===== src/rtl/dmem_arbiter.sv =====
// dmem_arbiter: serializes two req/ack requesters onto the single-port data memory.
// Define DMEM_ARB_RR_EN for round-robin IDLE tie-breaks; otherwise port 0 has fixed priority.
module dmem_arbiter #(
    parameter int unsigned AW = 32,
    parameter int unsigned DW = 32
) (
    input  logic          clk,
    input  logic          rst_n,
    input  logic          m0_req,
    input  logic          m0_we,
    input  logic [AW-1:0] m0_addr,
    input  logic [DW-1:0] m0_wdata,
    output logic          m0_ack,
    output logic [DW-1:0] m0_rdata,
    input  logic          m1_req,
    input  logic          m1_we,
    input  logic [AW-1:0] m1_addr,
    input  logic [DW-1:0] m1_wdata,
    output logic          m1_ack,
    output logic [DW-1:0] m1_rdata,
    output logic [AW-1:0] mem_address,
    output logic [DW-1:0] mem_wdata,
    output logic          mem_memread,
    output logic          mem_memwrite,
    input  logic [DW-1:0] mem_rdata
);

    typedef enum logic [1:0] {StIdle, StIssue, StDone} state_e;

    state_e        state;
    logic          gnt;
    logic          we_q;
    logic          idle_win;
    logic          nxt_own;
    logic          nxt_valid;
    logic          sel_we;
    logic [AW-1:0] sel_addr;
    logic [DW-1:0] sel_wdata;
`ifdef DMEM_ARB_RR_EN
    logic          last;
`endif

    always_comb begin
`ifdef DMEM_ARB_RR_EN
        idle_win = (m0_req && m1_req) ? ~last : ~m0_req;
`else
        idle_win = ~m0_req;
`endif
        // From DONE only the other port may be granted; the just-acked req is ignored.
        nxt_own   = (state == StDone) ? ~gnt : idle_win;
        nxt_valid = (state == StDone) ? (gnt ? m0_req : m1_req)
                                      : ((state == StIdle) && (m0_req || m1_req));
        sel_we    = nxt_own ? m1_we    : m0_we;
        sel_addr  = nxt_own ? m1_addr  : m0_addr;
        sel_wdata = nxt_own ? m1_wdata : m0_wdata;
    end

    always_ff @(posedge clk or negedge rst_n) begin
        if (!rst_n) begin
            state        <= StIdle;
            gnt          <= 1'b0;
            we_q         <= 1'b0;
            mem_address  <= '0;
            mem_wdata    <= '0;
            mem_memread  <= 1'b0;
            mem_memwrite <= 1'b0;
            m0_ack       <= 1'b0;
            m1_ack       <= 1'b0;
`ifdef DMEM_ARB_RR_EN
            last         <= 1'b1;
`endif
        end else begin
            mem_memread  <= 1'b0;
            mem_memwrite <= 1'b0;
            m0_ack       <= 1'b0;
            m1_ack       <= 1'b0;
            unique case (state)
                StIdle: begin
                    if (nxt_valid) state <= StIssue;
                end
                StIssue: begin
                    state  <= StDone;
                    m0_ack <= ~gnt;
                    m1_ack <= gnt;
                end
                StDone: begin
`ifdef DMEM_ARB_RR_EN
                    last <= gnt;
`endif
                    state <= nxt_valid ? StIssue : StIdle;
                end
                default: state <= StIdle;
            endcase
            if (nxt_valid) begin
                gnt          <= nxt_own;
                we_q         <= sel_we;
                mem_address  <= sel_addr;
                mem_wdata    <= sel_wdata;
                mem_memread  <= ~sel_we;
                mem_memwrite <= sel_we;
            end
        end
    end

    // Memory read data is registered by the memory itself, so it is forwarded during DONE.
    assign m0_rdata = (m0_ack && !we_q) ? mem_rdata : '0;
    assign m1_rdata = (m1_ack && !we_q) ? mem_rdata : '0;

endmodule


===== config.mk =====
export PLATFORM = sky130hd
export DESIGN_NAME = dmem_arbiter
export DESIGN_NICKNAME = d
export VERILOG_FILES = /design/src/rtl/dmem_arbiter.sv
export SDC_FILE = /design/constraint.sdc
export NUM_CORES = 1
export LEC_CHECK = 0
export BUFFER_PORTS_ARGS = -buffer_cell sky130_fd_sc_hd__buf_2
export CAP_MARGIN = 25
export CORE_AREA = 2 2 116 118
export CTS_CLUSTER_SIZE = 28
export DETAILED_ROUTE_END_ITERATION = 6
export DIE_AREA = 0 0 118 120
export SYNTH_ARGS = -nofsm -noshare
export SYNTH_HDL_FRONTEND = slang
export SYNTH_SLANG_ARGS = --single-unit

===== constraint.sdc =====
create_clock -name clk -period 6.15 [get_ports clk]
set_clock_uncertainty 0.2 [all_clocks]
set_input_delay 0.615 -clock clk [delete_from_list [all_inputs] [get_ports clk]]
set_output_delay 0.615 -clock clk [all_outputs]
set_load 0.01 [all_outputs]

; Word level (Yosys, flattened, before mapping)
; Cells that the tools add are included.
[totals]
out_inout_bits = 132
inputBits = 166
regBits = 72
elab_cells = 36
[op_classes]
eq_ne = 3
muxes = 15
n_reduce_logical = 6
n_bitwise = 3
[op_table]
columns = cell, count
row1 = 32-bit two-way mux, 4
row2 = 1-bit two-way mux, 9
row3 = 2-bit case mux with 3 select lines, 1
row4 = 1-bit logical AND, 3
row5 = 1-bit inverter, 3
row6 = "2-bit by 1-bit equality test with 1-bit output, second input constant", 1
row7 = "2-bit equality test, second input constant", 1
row8 = 2-bit logical NOT, 1
row9 = 2-bit two-way mux, 1
row10 = "2-bit != test, second input constant", 1
row11 = 1-bit logical NOT, 1
row12 = 1-bit logical OR, 1

; Logic depth before layout (Yosys ltp)
; Gate-level depths: netlist of run 1.
[depth]
word_depth = 5
ltp_mapped = 6
ltp_nobuf = 4

; Least setup slack after synthesis of run 1
; Ideal clock, no wire load.
[synth_timing]
path_type = reg-to-reg
from = register state[0]
to = register mem_address[0]
slack_ns = 4.142
setup_time_ns = 0.125
stages_incl_launch_ff = 7
arrival_time_ns = 1.683
path_buffers = 2
synth_period_minus_slack_ns = 2.008
t_required_ns = 5.825
path_cell_list = dfrtp_1 and2b_1 mux2i_1 buf_4 buf_6 mux2_1 mux2_2
[synth_via]
elab_chain_cells = 3
elab_cells_between_ends = 6
classes_between = 1 x eq/ne / 3 x mux / 2 x reduce/logical
[synth_lines]
columns = item, line
row1 = "start, declared", 30  ; state_e state;
row2 = "start signal, assigned", 60  ; state <= StIdle;
row3 = "start signal, assigned", 79  ; if (nxt_valid) state <= StIssue;
row4 = "start signal, assigned", 82  ; state <= StDone;
row5 = 2-bit equality test / 2-bit logical NOT (equally long branches), "50, 51, 52"
row6 = 1-bit two-way mux / 1-bit logical AND (equally long branches), "50, 52"
row7 = 32-bit two-way mux / 1-bit two-way mux (equally long branches), "54, 51"
row8 = "end signal, assigned", 97  ; mem_address <= sel_addr;
row9 = "end, declared", 21  ; output logic [AW-1:0] mem_address,
; Several ways; a longest one is shown, not always the timed one.
; A chain may end at the register's enable or synchronous reset.

; Final worst setup path of run 1
[layout_timing]
from = register state[0]
to = register mem_address[29]
; The elaborated chain is that of the path after synthesis.

==> impl_metrics.py, run 1 <==
metrics = {
    "run_status": {
        "outcome": "finished, final reports clean",
    },
    "synth": {
        "synth_warnings": 0,
        "synth_nets": 470,
        "synth.top_cell.area_share_pct": 46.2,
        "syn_inst": 304,
        "synth_top_cell_by_area": "dfrtp_1",
        "synth_edf_count": 0,
        "ys_seq_area_share_pct": 46.2,
        "yosys.area_share.adder_pct": 0,
        "muxShareOfSynthArea_pct": 37.8,
        "synth.area.top_cells": "dfrtp_1 (46%), mux2_2 (23%), mux2_1 (14%)",
        "synth-seq-cells": 72,
        "synth_simple_gate_area_share_pct": 12.1,
        "synth_top_family_by_area": "multiplexers",
        "synthXorXnorAreaFrac_pct": 0,
        "syn_avg_cell_area_um2": 12.8,
        "synth-main-ff-cell": "dfrtp_1",
        "ys_types": 19,
        "synthArstFlopShare_pct": 100,
        "synth_area_mm2": 0.00390,
        "synth_compound_area_share_pct": 0.417,
    },
    "setup_path": {
        "worst-path-buf-inv": 1,
        "cp_cell_sequence": "and2b_1, mux2i_4, buf_4, mux2_1, mux2_2",
        "worstReg2RegStart": "state[0]",
        "critPathMaxFanout": 36,
        "worstSetupEndpointType": "flip-flop",
        "cp_top_family": "multiplexers",
        "cp-start-kind": "flip-flop",
        "path_class": "reg -> reg",
        "arrival_ps": 2410,
        "slowest_delay_ps": 450,
        "cp-startpoint": "state[0]",
        "crit_path_top_delay_cell": "buf_4",
        "cp_data_required_time_ps": 6160,
    },
    "placed_design": {
        "gp_congestion": 0.896,
        "post-dp-hpwl_um": 9300,
        "port_buffers": 297,
        "dp.cells": 762,
    },
    "route": {
        "vias": 3423,
        "drt_iter0_drc": 96,
        "vias_per_cell": 4.38,
        "firstDrtPassIters": 4,
        "drc": 0,
        "routed_wl_um": 11600,
        "postRouteAntennaNets": 0,
        "post_drt_wl_per_cell_um": 14.8,
    },
    "cts": {
        "cts_sinks": 72,
        "htreeDepth": 3,
        "cts_buffers": 9,
        "root_buffer": "clkbuf_16",
        "post_cts.repair.setup_buffers": 0,
        "clk_pin_slew_ps": 60,
        "cts_tree": "built",
        "clockBufferDepth": 2,
        "worstSkewPairLatency_ps": 320,
    },
    "timing": {
        "worst_slew_pin_slew_ps": 501,
        "setup-tns-final_ps": 0,
        "maxSlewViolCount": 0,
        "finalCritPeriodShare_pct": 39.1,
        "max_slew_margin_pct": 66.6,
        "grt_setup_unrepaired": "false",
        "layout_min_cycle_time_ps": 2400,
        "report.final.hold_viol_count": 0,
        "max_freq_ghz": 0.416,
        "setup-violations-final": 0,
    },
    "power_and_ir_drop": {
        "power-per-cell-area_mw_per_mm2": 438,
        "finalPower_mw": 2.59,
        "peakVddDrop_mv": 0.169,
        "p_leak_nw": 3.08,
    },
    "floorplanning": {
        "start_util_pct": 30.0,
        "ios": 298,
        "fp.dieW_um": 118,
        "fp.coreArea_mm2": 0.0130,
        "dieArea_mm2": 0.0142,
        "rows": 42,
        "die_h_um": 120,
    },
    "finish": {
        "drive_gt1_share_pct": 66.2,
        "instances_no_fill": 782,
        "final_nets": 766,
        "final_common_cell": "buf_2",
        "final_cell_mix": "buf_2 (296), mux2_2 (79), dfrtp_1 (72)",
        "area_growth_pct": 51.5,
    },
    "hold_path": {
        "min_from": "mem_wdata[6]",
        "worst_hold_path_type": "reg -> reg",
    },
    "global_routing": {
        "grt_usage_pct": 16.1,
        "use_met1_pct": 15.3,
        "grtUsageMet3_pct": 4.80,
        "antenna_found_initial": 3,
        "top_usage_layer": "met2",
        "grt_pass1_vias": 3563,
        "grt_pass1_wl_um": 17800,
        "met2_usage_pct": 31.8,
        "grt_remaining_overflow": 0,
        "grt_max_degree": 73,
    },
    "job": {
        "max_cap_viol_count": 0,
    },
}
==> worst reg2reg max path, cell delays in order, from the launching register on <==
cell and delay, ps:
dfrtp_1 410, and2b_1 260, mux2i_4 280, buf_4 450, mux2_1 420, mux2_2 270
==> routing by layer <==
layer / vias to the layer above / share of wire [%]
li1: 1635 / -
met1: 1614 / 34
met2: 160 / 56
met3: 14 / 7.4
met4: 0 / 2.1
met5: - / 0
==> per-stage QoR <==
stage	setup slack, ps	utilization, %	hold slack [ps]	instance area, µm²
3_3_place_gp	3020	42.6	286	5530
4_1_cts	2970	45.0	257	5840
6_report	3750	45.5	299	5900
3_5_place_dp	2940	42.6	290	5530
2_1_floorplan	4140	-	119	3900
5_1_grt	3630	45.5	306	5900
==> cell usage after synthesis (2+ instances only) <==
cell	number
buf_6	5
buf_4	2
clkbuf_1	6
nor2_1	2
mux2_1	49
and2_1	66
mux2_2	79
buf_2	7
a21oi_1	2
nor2b_1	3
dfrtp_1	72
inv_1	2
mux2i_1	3
==> cell type report <==
cell class	instances	area [µm²]
antenna	2	5.00
clock buffer	12	267
clock inverter	3	40.0
fill	1244	7080
inverter	2	7.51
multi-input combinational	210	1980
sequential	72	1800
tap	176	220
timing repair buffer	305	1580
==> path summary, 6_finish.rpt <==
kind,end,slack [ps],depth (start not counted)
setup reg to reg,mem_address[29],3750,5
hold / removal,mem_wdata[6],300,1
min in group asynchronous,mem_wdata[4],440,2
max in group asynchronous,mem_address[3],4770,3
hold reg to reg,mem_wdata[6],300,1
setup / recovery,mem_address[29],3750,5
==> cells by family (layout without fill, tap and decap cells) <==
family / Yosys count / after routing
buffers and inverters: 22 / 322
DFF: 72 / 72
and+or+nand+nor: 76 / 76
muxes: 131 / 131
other: 0 / 2
AOI/OAI and AO/OA: 3 / 3
==> flip-flops by register name, indices dropped and copies added (netlist names) <==
register	flops
m1_ack	1
state	2
we_q	1
mem_memwrite	1
mem_address	32
mem_wdata	32
gnt	1
mem_memread	1
m0_ack	1
==> power breakdown <==
part	total, mW	switching, mW	leakage (nW)	internal (mW)
Sequential	0.839	0.121	0.847	0.718
Clock	0.530	0.187	0.154	0.343
Combinational	1.22	0.579	2.08	0.640
Total	2.59	0.887	3.08	1.70
==> what timing repair did <==
action / in CTS / in global routing
hold buffers: 0 / 1
gates resized for setup: 0 / 0
hold endpoints to repair: 0 / 1
No activity file was read; power rests on OpenSTA's default activity.
==> inputs of run 2 (changes only) <==
--- a/config.mk
+++ b/config.mk
@@ -7,10 +7,11 @@
 export LEC_CHECK = 0
 export BUFFER_PORTS_ARGS = -buffer_cell sky130_fd_sc_hd__buf_2
 export CAP_MARGIN = 25
-export CORE_AREA = 2 2 116 118
+export CORE_AREA = 2 2 117 119
 export CTS_CLUSTER_SIZE = 28
 export DETAILED_ROUTE_END_ITERATION = 6
-export DIE_AREA = 0 0 118 120
+export DIE_AREA = 0 0 119 121
+export PLACE_DENSITY = 0.65
 export SYNTH_ARGS = -nofsm -noshare
 export SYNTH_HDL_FRONTEND = slang
 export SYNTH_SLANG_ARGS = --single-unit
==> constraint.sdc (replaced) <==
create_clock -name clk -period 2.2 [get_ports clk]
set_clock_uncertainty 0.2 [all_clocks]
set_input_delay 0.22 -clock clk [delete_from_list [all_inputs] [get_ports clk]]
set_output_delay 0.22 -clock clk [all_outputs]
set_load 0.01 [all_outputs]
==> run 2 against run 1 <==
Non-clock buffer count increased by 7. Utilization is 0.35 points higher. Critical path depth rose by 1. Combinational power grew to 3.0 times the previous value. Clock power is 140% higher. Hold slack worse by 270 ps. Wire length rose by 4.9%. Via count grew 1.7%. Global-route usage grew 0.38 points. Final cell count up 0.90%. Sequential power rose to 2.8 times the previous value. Critical path type unchanged. Critical endpoint is now mem_wdata[30].
==> impl_metrics.py, run 2 (synthesized netlist as in run 1, its figures left out) <==
metrics = {
    "run_status": {
        "outcome": "finished, final reports clean",
    },
    "timing": {
        "grt_setup_unrepaired": "false",
        "worst_slew_pin_slew_ps": 470,
        "report.final.hold_viol_count": 0,
        "finalCritPeriodShare_pct": 96.9,
        "layout_min_cycle_time_ps": 2130,
        "maxSlewViolCount": 0,
        "setup-tns-final_ps": 0,
        "max_freq_ghz": 0.469,
        "setup-violations-final": 0,
        "max_slew_margin_pct": 68.6,
    },
    "route": {
        "drt_iter0_drc": 52,
        "postRouteAntennaNets": 0,
        "vias": 3481,
        "vias_per_cell": 4.41,
        "routed_wl_um": 12100,
        "firstDrtPassIters": 4,
        "post_drt_wl_per_cell_um": 15.4,
        "drc": 0,
    },
    "setup_path": {
        "crit_path_top_delay_cell": "dfrtp_1",
        "arrival_ps": 2150,
        "r2r_slack_ps": 70,
        "cp-start-kind": "flip-flop",
        "cp_top_family": "multiplexers",
        "worst-path-buf-inv": 2,
        "critPathMaxFanout": 17,
        "worstReg2RegStart": "state[0]",
        "cp_data_required_time_ps": 2210,
        "path_class": "reg -> reg",
        "worstSetupEndpointType": "flip-flop",
        "slowest_delay_ps": 370,
        "reg2regPathDepth": 6,
        "cp_cell_sequence": "and2b_2, mux2i_4, buf_12, clkbuf_16, mux2_1, mux2_2",
        "worstSetupPathDepth": 6,
        "rr_endpoint": "mem_wdata[30]",
    },
    "finish": {
        "final_cell_mix": "buf_2 (296), mux2_2 (79), dfrtp_1 (72)",
        "instances_no_fill": 789,
        "drive_gt1_share_pct": 65.6,
        "final_nets": 773,
        "top_regs": "mem_address x32, mem_wdata x32, state x2",
        "final-seq-area_mm2": 0.00180,
        "final_common_cell": "buf_2",
        "num-fill-cells": 1224,
        "multiInputGateArea_mm2": 0.00198,
        "area_growth_pct": 53.9,
    },
    "power_and_ir_drop": {
        "p_leak_nw": 3.11,
        "p_sw_mw": 2.53,
        "clock_power_share_pct": 17.3,
        "finalPower_mw": 7.27,
        "pwr-share-comb_pct": 50.3,
        "peakVddDrop_mv": 0.571,
        "cell_internal_pwr_mw": 4.74,
        "swShare_pct": 34.8,
        "power-per-cell-area_mw_per_mm2": 1210,
        "seq_power_share_pct": 32.4,
    },
    "hold_path": {
        "min_to": "mem_address[18]",
        "whs_path_depth": 3,
        "worst_hold_path_type": "in -> reg",
        "min_from": "m0_addr[18]",
    },
    "global_routing": {
        "antenna_found_initial": 2,
        "grt_max_degree": 39,
        "grt_remaining_overflow": 0,
        "grt_pass1_vias": 3604,
        "grt_pass1_wl_um": 18200,
        "grt_usage_pct": 16.5,
    },
    "cts": {
        "htreeDepth": 3,
        "cts_sinks": 72,
        "cts_tree": "built",
        "clk_pin_slew_ps": 50,
        "root_buffer": "clkbuf_16",
        "cts_buffers": 9,
        "worstSkewPairLatency_ps": 330,
        "clockBufferDepth": 2,
    },
    "floorplanning": {
        "fp.dieW_um": 119,
        "dieArea_mm2": 0.0144,
        "die_h_um": 121,
        "rows": 42,
        "start_util_pct": 29.8,
        "ios": 298,
        "fp.coreArea_mm2": 0.0131,
    },
    "placed_design": {
        "post-dp-hpwl_um": 9720,
        "gp_congestion": 0.895,
        "port_buffers": 297,
        "dp.cells": 766,
    },
    "job": {
        "max_cap_viol_count": 0,
    },
}
==> run 2: cell types whose count changed in the layout (fill, tap and decap cells not counted), sizes merged <==
cell         delta
buf             +3
dlygate4sd3     +2
clkinv          -1
bufinv          -1
clkbuf          +4
==> run 2: what timing repair did <==
| item | 4_1_cts | 5_1_grt |
|---|---|---|
| resized for setup | 0 | 3 |
| endpoints found under the setup margin | 0 | 22 |
| hold buffers | 3 | 0 |
| setup buffers | 0 | 1 |
| endpoints found under the hold margin | 35 | 0 |
==> run 2: worst max-delay path by stage <==
stage / from / endpoint / slack (ps)
after CTS: state[0] / mem_address[4] / 30
after global routing: state[0] / mem_wdata[5] / 8
after detailed placement: state[0] / mem_address[4] / 50
after global placement: state[0] / mem_wdata[30] / 60
final: state[0] / mem_wdata[30] / 70
after floorplan: state[0] / mem_wdata[26] / 190
==> run 2: cell type report <==
type                    instances  area share (%)
clock buffers                  14            4.07
well taps                     176            3.67
repair buffers                312            28.9
flip-flops and latches         72            30.0
diodes                          2          0.0835
multi-input cells             210            33.0
clock inverters                 1          0.0835
inverters                       2           0.125
==> run 2: stage by stage <==
| step | util [%] | hold WS (ps) | area (µm²) | setup slack (ps) |
|---|---|---|---|---|
| final | 45.8 | 25.7 | 6000 | 67.5 |
| after global routing | 45.8 | 15.5 | 6000 | 8.23 |
| after CTS | 45.1 | 9.08 | 5910 | 25.7 |
| after detailed placement | 43.0 | 5.37 | 5630 | 46.8 |
| after global placement | 43.0 | 3.81 | 5630 | 63.4 |
| after floorplan | - | -276 | 3900 | 192 |
==> run 2: routing by layer <==
layer  global-route usage (%)  wire [µm]  up-vias
li1                         -          -     1653
met2                     31.6       6680      162
met4                     6.47        297        0
met3                     4.84        857       17
met1                     16.6       4290     1649
met5                        0          0        -
==> run 2: worst register-to-register path, delay by kind of cell, from the launching register on <==
family	cells	cell delay, ps
multiplexers	3	850
AND/OR/NAND/NOR	1	240
flip-flops	1	370
buffers and inverters	2	350
==> run 2: power groups by stage <==
| stage | registers [mW] | logic [mW] | clock network [mW] |
|---|---|---|---|
| 2_1_floorplan | 2.66 | 1.84 | 0 |
| 3_3_place_gp | 2.35 | 3.52 | 0 |
| 3_5_place_dp | 2.38 | 3.58 | 0 |
| 4_1_cts | 2.38 | 3.60 | 1.31 |
| 5_1_grt | 2.46 | 3.95 | 1.37 |
| 6_report | 2.36 | 3.65 | 1.26 |
